===== config.mk =====
export PLATFORM = sky130hd
export DESIGN_NAME = replay_sched
export DESIGN_NICKNAME = d
export VERILOG_FILES = /design/src/rtl/replay_sched.sv
export SDC_FILE = /design/constraint.sdc
export NUM_CORES = 1
export LEC_CHECK = 0
export ABC_CLOCK_PERIOD_IN_PS = 9070
export BUFFER_PORTS_ARGS = -buffer_cell sky130_fd_sc_hd__buf_2
export CAP_MARGIN = 20
export CORE_AREA = 2 2 161 163
export CTS_BUF_LIST = sky130_fd_sc_hd__clkbuf_4 sky130_fd_sc_hd__clkbuf_8
export DETAILED_ROUTE_END_ITERATION = 10
export DIE_AREA = 0 0 163 165
export HOLD_SLACK_MARGIN = 0.08
export PLACE_DENSITY = 0.54
export SLEW_MARGIN = 0
export SYNTH_ARGS = -nofsm -noshare
export SYNTH_HDL_FRONTEND = slang
export SYNTH_SLANG_ARGS = --single-unit

===== constraint.sdc =====
create_clock -name clk -period 9.07 [get_ports clk]
set_input_delay 1.3605 -clock clk [delete_from_list [all_inputs] [get_ports clk]]
set_output_delay 1.3605 -clock clk [all_outputs]
set_load 0.05 [all_outputs]

===== src/rtl/replay_sched.sv =====
// -----------------------------------------------------------------------------
// replay_sched
//
// Replay scheduler for a link-layer retry buffer. Tracks which buffer slots
// hold transmitted but unacknowledged TLPs, retires them when an ACK/NAK
// covers their sequence numbers, and walks the surviving slots beat by beat
// when a NAK or a replay-timer expiry asks for a retransmission. Four replays
// in a row without forward progress raise a one-cycle retrain request.
//
// Ports
//   clk            sole clock, rising edge
//   reset_n        asynchronous active-low reset
//   we / wr_seq    offer one new TLP (and its 12-bit sequence number)
//   ack_nack       DLLP type: 2'b01 ACK, 2'b10 NAK, otherwise none
//   ack_seq        sequence number carried by the ACK/NAK
//   tim_out        replay timer expiry pulse
//   busy_n         downstream can take a beat this cycle (1 = free)
//   ready          new TLP accepted this cycle when we=1
//   wr_slot        slot the buffer writes the accepted TLP into
//   rd_en          buffer beat read strobe
//   rd_slot        slot being replayed (oldest slot outside replay)
//   rd_beat        beat index within the slot (word-mux select)
//   replay_active  high while replaying
//   full / empty   outstanding count is DEPTH / zero
//   outstanding    number of unacknowledged slots
//   retrain        one-cycle pulse: replay limit exceeded
// -----------------------------------------------------------------------------
module replay_sched #(
    parameter int DEPTH = 16,
    parameter int BEATS = 10
) (
    input  logic                       clk,
    input  logic                       reset_n,
    input  logic                       we,
    input  logic [11:0]                wr_seq,
    input  logic [1:0]                 ack_nack,
    input  logic [11:0]                ack_seq,
    input  logic                       tim_out,
    input  logic                       busy_n,
    output logic                       ready,
    output logic [$clog2(DEPTH)-1:0]   wr_slot,
    output logic                       rd_en,
    output logic [$clog2(DEPTH)-1:0]   rd_slot,
    output logic [3:0]                 rd_beat,
    output logic                       replay_active,
    output logic                       full,
    output logic                       empty,
    output logic [$clog2(DEPTH):0]     outstanding,
    output logic                       retrain
);

    localparam int PTR_W = $clog2(DEPTH);
    localparam int CNT_W = PTR_W + 1;

    localparam logic [1:0] ST_IDLE   = 2'd0;
    localparam logic [1:0] ST_PURGE  = 2'd1;
    localparam logic [1:0] ST_REPLAY = 2'd2;

    localparam logic [1:0] DLLP_ACK = 2'b01;
    localparam logic [1:0] DLLP_NAK = 2'b10;

    // Registered state
    logic [1:0]       state_r;
    logic [PTR_W-1:0] wr_ptr_r;
    logic [PTR_W-1:0] rd_ptr_r;
    logic [CNT_W-1:0] cnt_r;
    logic [1:0]       replay_num_r;
    logic             pend_replay_r;
    logic [11:0]      latched_seq_r;
    logic [PTR_W-1:0] rep_slot_r;
    logic [PTR_W-1:0] rep_idx_r;
    logic [3:0]       rep_beat_r;
    logic             retrain_r;
    logic [11:0]      seq_table [DEPTH];

    // Next-state values
    logic [1:0]       state_s;
    logic [PTR_W-1:0] wr_ptr_s;
    logic [PTR_W-1:0] rd_ptr_s;
    logic [CNT_W-1:0] cnt_s;
    logic [1:0]       replay_num_s;
    logic             pend_replay_s;
    logic [11:0]      latched_seq_s;
    logic [PTR_W-1:0] rep_slot_s;
    logic [PTR_W-1:0] rep_idx_s;
    logic [3:0]       rep_beat_s;
    logic             retrain_s;
    logic             write_s;
    logic             start_replay_s;

    logic             full_s;
    logic             empty_s;
    logic             ready_s;
    logic             dllp_s;
    logic [11:0]      purge_diff_s;
    logic             purge_hit_s;
    logic             last_slot_s;

    // Status flags derived from the outstanding count
    always_comb begin
        full_s  = (cnt_r == CNT_W'(DEPTH));
        empty_s = (cnt_r == CNT_W'(0));
        ready_s = (state_r == ST_IDLE) && !full_s;
        dllp_s  = (ack_nack == DLLP_ACK) || (ack_nack == DLLP_NAK);
        // The oldest slot is covered by the ACK/NAK when it lies in the
        // half-window at or behind the acknowledged sequence number.
        purge_diff_s = latched_seq_r - seq_table[rd_ptr_r];
        purge_hit_s  = !empty_s && !purge_diff_s[11];
        last_slot_s  = ({1'b0, rep_idx_r} == (cnt_r - CNT_W'(1)));
    end

    // Next-state logic for the IDLE / PURGE / REPLAY machine
    always_comb begin
        state_s        = state_r;
        wr_ptr_s       = wr_ptr_r;
        rd_ptr_s       = rd_ptr_r;
        cnt_s          = cnt_r;
        replay_num_s   = replay_num_r;
        pend_replay_s  = pend_replay_r;
        latched_seq_s  = latched_seq_r;
        rep_slot_s     = rep_slot_r;
        rep_idx_s      = rep_idx_r;
        rep_beat_s     = rep_beat_r;
        retrain_s      = 1'b0;
        write_s        = 1'b0;
        start_replay_s = 1'b0;

        case (state_r)
            ST_IDLE: begin
                if (dllp_s) begin
                    latched_seq_s = ack_seq;
                    pend_replay_s = (ack_nack == DLLP_NAK);
                    state_s       = ST_PURGE;
                end else if (tim_out) begin
                    start_replay_s = !empty_s;
                end else if (we && ready_s) begin
                    write_s  = 1'b1;
                    wr_ptr_s = wr_ptr_r + PTR_W'(1);
                    cnt_s    = cnt_r + CNT_W'(1);
                end else begin
                    state_s = ST_IDLE;
                end
            end

            ST_PURGE: begin
                if (purge_hit_s) begin
                    rd_ptr_s     = rd_ptr_r + PTR_W'(1);
                    cnt_s        = cnt_r - CNT_W'(1);
                    replay_num_s = 2'd0;
                end else if (pend_replay_r && !empty_s) begin
                    start_replay_s = 1'b1;
                end else begin
                    state_s = ST_IDLE;
                end
            end

            ST_REPLAY: begin
                if (busy_n) begin
                    if (rep_beat_r == 4'(BEATS - 1)) begin
                        rep_beat_s = 4'd0;
                        if (last_slot_s) begin
                            state_s = ST_IDLE;
                        end else begin
                            rep_slot_s = rep_slot_r + PTR_W'(1);
                            rep_idx_s  = rep_idx_r + PTR_W'(1);
                        end
                    end else begin
                        rep_beat_s = rep_beat_r + 4'd1;
                    end
                end else begin
                    rep_beat_s = rep_beat_r;
                end
            end

            default: begin
                state_s = ST_IDLE;
            end
        endcase

        // Replay entry: restart the walk at the oldest slot and bump the
        // consecutive-replay counter; the fourth in a row requests retrain
        // but the replay itself still goes ahead.
        if (start_replay_s) begin
            state_s    = ST_REPLAY;
            rep_slot_s = rd_ptr_r;
            rep_idx_s  = PTR_W'(0);
            rep_beat_s = 4'd0;
            if (replay_num_r == 2'd3) begin
                replay_num_s = 2'd0;
                retrain_s    = 1'b1;
            end else begin
                replay_num_s = replay_num_r + 2'd1;
            end
        end else begin
            rep_slot_s = rep_slot_s;
        end
    end

    // Control state registers
    always_ff @(posedge clk or negedge reset_n) begin
        if (!reset_n) begin
            state_r       <= ST_IDLE;
            wr_ptr_r      <= '0;
            rd_ptr_r      <= '0;
            cnt_r         <= '0;
            replay_num_r  <= 2'd0;
            pend_replay_r <= 1'b0;
            latched_seq_r <= 12'd0;
            rep_slot_r    <= '0;
            rep_idx_r     <= '0;
            rep_beat_r    <= 4'd0;
            retrain_r     <= 1'b0;
        end else begin
            state_r       <= state_s;
            wr_ptr_r      <= wr_ptr_s;
            rd_ptr_r      <= rd_ptr_s;
            cnt_r         <= cnt_s;
            replay_num_r  <= replay_num_s;
            pend_replay_r <= pend_replay_s;
            latched_seq_r <= latched_seq_s;
            rep_slot_r    <= rep_slot_s;
            rep_idx_r     <= rep_idx_s;
            rep_beat_r    <= rep_beat_s;
            retrain_r     <= retrain_s;
        end
    end

    // Sequence-number table; contents are don't-care until written
    always_ff @(posedge clk) begin
        if (write_s) begin
            seq_table[wr_ptr_r] <= wr_seq;
        end
    end

    // Output mapping
    always_comb begin
        ready         = ready_s;
        wr_slot       = wr_ptr_r;
        full          = full_s;
        empty         = empty_s;
        outstanding   = cnt_r;
        retrain       = retrain_r;
        replay_active = (state_r == ST_REPLAY);
        if (state_r == ST_REPLAY) begin
            rd_en   = busy_n;
            rd_slot = rep_slot_r;
            rd_beat = rep_beat_r;
        end else begin
            rd_en   = 1'b0;
            rd_slot = rd_ptr_r;
            rd_beat = 4'd0;
        end
    end

endmodule


==> results.sh <==
export IMPL_status="completed"
export IMPL_worst_pin_slew_ps=1120
export IMPL_via_per_inst=5.21
export IMPL_die_area_um2=26900
export IMPL_fmax_ghz=0.211
export IMPL_drtPass1Iterations=4
export IMPL_total_power_mw=3.55
export IMPL_wl_mm=22.4
export IMPL_synth_edf_count=192
export IMPL_timing_rr_start="rd_ptr_r[0]$_DFFE_PN0P_"
export IMPL_dp_cells=909
export IMPL_htree_levels=2
export IMPL_routabilityCongestion=0.800
export IMPL_grt_setup_unrepaired="false"
export IMPL_setup_worst_path_end="rep_slot_r[1]$_DFFE_PN0P_"
export IMPL_cts_buffers=40
export IMPL_tns_ps=0
export IMPL_synth_warnings=0
export IMPL_dp_hpwl_mm=13.3
export IMPL_synth_distinct_cells=48
export IMPL_hp_start="latched_seq_r[7]$_DFFE_PN0P_"
export IMPL_synth_nets=599
export IMPL_r2r_end="rep_slot_r[1]$_DFFE_PN0P_"
export IMPL_seq_area_frac_synth_pct=68.8
export IMPL_io_buffers=53
export IMPL_ir_worst_vdd_uv=159
export IMPL_post_place_ws_ps=4270
export IMPL_finalMaxSlewViolations=0
export IMPL_end_kind="flop"
export IMPL_ys_seq_elements=235
export IMPL_crit_path_max_fanout=40
export IMPL_clock_sinks=235
export IMPL_antenna_found_initial=1
export IMPL_gr_total_overflow=0
export IMPL_power_density_nw_per_um2=310
export IMPL_ioPinCount=54
export IMPL_postCtsSetupRepairBufs=0
export IMPL_syn_inst=544
export IMPL_min_delay_path_class="reg2reg"
export IMPL_fillers=2168
export IMPL_post_route_period_util_pct=52.2
export IMPL_synth_async_sr_flop_share_pct=18.3
export IMPL_synth_ff_type="edfxtp_1"
export IMPL_fin_skew_ps=23.1
export IMPL_startpoint="rd_ptr_r[0]$_DFFE_PN0P_"
export IMPL_synth_area_um2=9940
export IMPL_rr_worst_depth=14
export IMPL_ant_nets=0
export IMPL_nets=678
export IMPL_drc=0
export IMPL_grt_pass1_vias=5331
export IMPL_layout_drive_gt1_share_pct=34.7
export IMPL_utilization_pct=45.8
export IMPL_first_iter_violations=281
export IMPL_crit_type="reg2reg"
export IMPL_start_util_pct=39.7
export IMPL_grt_pass1_wl_mm=33.0
export IMPL_num_vias=5122
export IMPL_startpoint_type="flop"
export IMPL_clock_latency_ps=550
export IMPL_cts_buffer_depth=3
export IMPL_final_cells=983
export IMPL_grt_total_usage_pct=17.1
export IMPL_clkTransAtPathRegs_ps=60
export IMPL_min_period_ps=4740
export IMPL_fin_ws_ps=4330
export IMPL_r2r_slack_ps=4330
export IMPL_grt_start_max_net_pins=44
export IMPL_design_area_um2=11500
export IMPL_setup_viol=0
export IMPL_num_rows=58
export IMPL_cts_root_buf="clkbuf_8"
export IMPL_cts_tree="built"
export IMPL_syn_to_final_growth_pct=15.4
export IMPL_final_cell_mix="192 x edfxtp_1, 58 x mux4_2, 53 x buf_2"
export IMPL_final_common_cell="edfxtp_1"
export IMPL_critPathArrivalTime_ps=5140
export IMPL_hold_viol_final=0
export IMPL_coreArea_um2=25000
export IMPL_maxCapViolations=0
export IMPL_syn_avg_cell_area_um2=18.3
export IMPL_slew_headroom_pct=25.6
export IMPL_fin_hold_ws_ps=521
export IMPL_required_ps=9480
export IMPL_hold_buffers=0
export IMPL_dieWidth_um=163
export IMPL_fp_dieH_um=165
export IMPL_placed_cell_area_um2=10600
export IMPL_routedWlPerCell_um=22.8
export IMPL_leakagePower_nw=4.05
export IMPL_cts_resized=0
report_power, final:
| part | internal, mW | switching [mW] |
|---|---|---|
| clock | 0.546 | 0.415 |
| sequential | 1.26 | 0.145 |
| combinational | 0.530 | 0.653 |
Yosys cell counts (all sizes together), types with 2 or more instances:
cell    number  area share, %
or3          2           0.13
inv         22           0.83
nand2b       2           0.13
a21oi        7           0.35
nor3         9           0.45
nand4        7           0.44
nor4bb       2           0.35
nor3b        3           0.23
xnor2       14            1.2
nor4b        3           0.42
a211oi       4           0.40
clkbuf       6           0.23
o21ai        9           0.45
mux2i        8           0.81
edfxtp     192             58
mux4        58             13
o21a         2           0.15
mux2        19            2.2
nand3        5           0.25
and2        10           0.63
dfrtp       43             11
nor2        25           0.99
xor2        10           0.88
nand2       22           0.83
nor4         4           0.25
buf         20            1.2
ha          24            3.0
layout make-up:
class	count	area [um2]	area share, %
flip-flops and latches	235	6840	59.7
inverters	22	82.6	0.720
clock inverters	15	129	1.12
diodes	1	2.50	0.0218
well taps	330	413	3.60
multi-input cells	261	2950	25.8
repair buffers	63	357	3.11
clock buffers	56	683	5.96
layer usage:
metal	track usage, %	part of all wire (%)	vias to the layer above
met5	0	0	-
met4	5.79	2.4	0
met3	3.72	4.9	42
met2	30.5	52	132
met1	20.8	41	2648
li1	-	-	2300
sequential cells by signal, summed over array words and instances (netlist names):
| signal | count |
|---|---|
| wr_slot | 4 |
| retrain | 1 |
| latched_seq_r | 12 |
| outstanding | 5 |
| rep_beat_r | 4 |
| replay_num_r | 2 |
| seq_table | 192 |
| rd_ptr_r | 4 |
| rep_slot_r | 4 |
| pend_replay_r | 1 |
| rep_idx_r | 4 |
| state_r | 2 |
critical path: stages, from the launching register on:
cell	delay (ps)
dfrtp_2	550
buf_4	710
mux4_2	600
mux4_2	470
inv_1	110
ha_1	250
nand4_1	110
o21ai_0	110
o22a_1	220
nor4bb_4	420
nor3_1	100
o32ai_2	290
buf_4	280
nor3b_1	80
a221o_1	270
worst min path at each step:
stage | endpoint | slack [ps] | cells past startpoint
finish | latched_seq_r[7]$_DFFE_PN0P_ | 520 | 1
global route | latched_seq_r[7]$_DFFE_PN0P_ | 540 | 1
CTS | latched_seq_r[7]$_DFFE_PN0P_ | 520 | 1
detailed placement | pend_replay_r$_DFFE_PN0P_ | 500 | 1
global placement | pend_replay_r$_DFFE_PN0P_ | 500 | 1
floorplan | pend_replay_r$_DFFE_PN0P_ | 480 | 1
cells by family (layout without fill, tap and decap cells):
family | count (synthesis) | after routing | share of synthesized area (%)
fa+ha+maj | 24 | 24 | 3.02
other cells | 0 | 1 | 0
mux | 85 | 85 | 16.1
xor+xnor | 24 | 24 | 2.12
simple gates | 97 | 97 | 5.31
compound gates | 31 | 31 | 2.32
buf+inv | 48 | 156 | 2.28
flops | 235 | 235 | 68.8
Power figures use the tool's default switching activity.
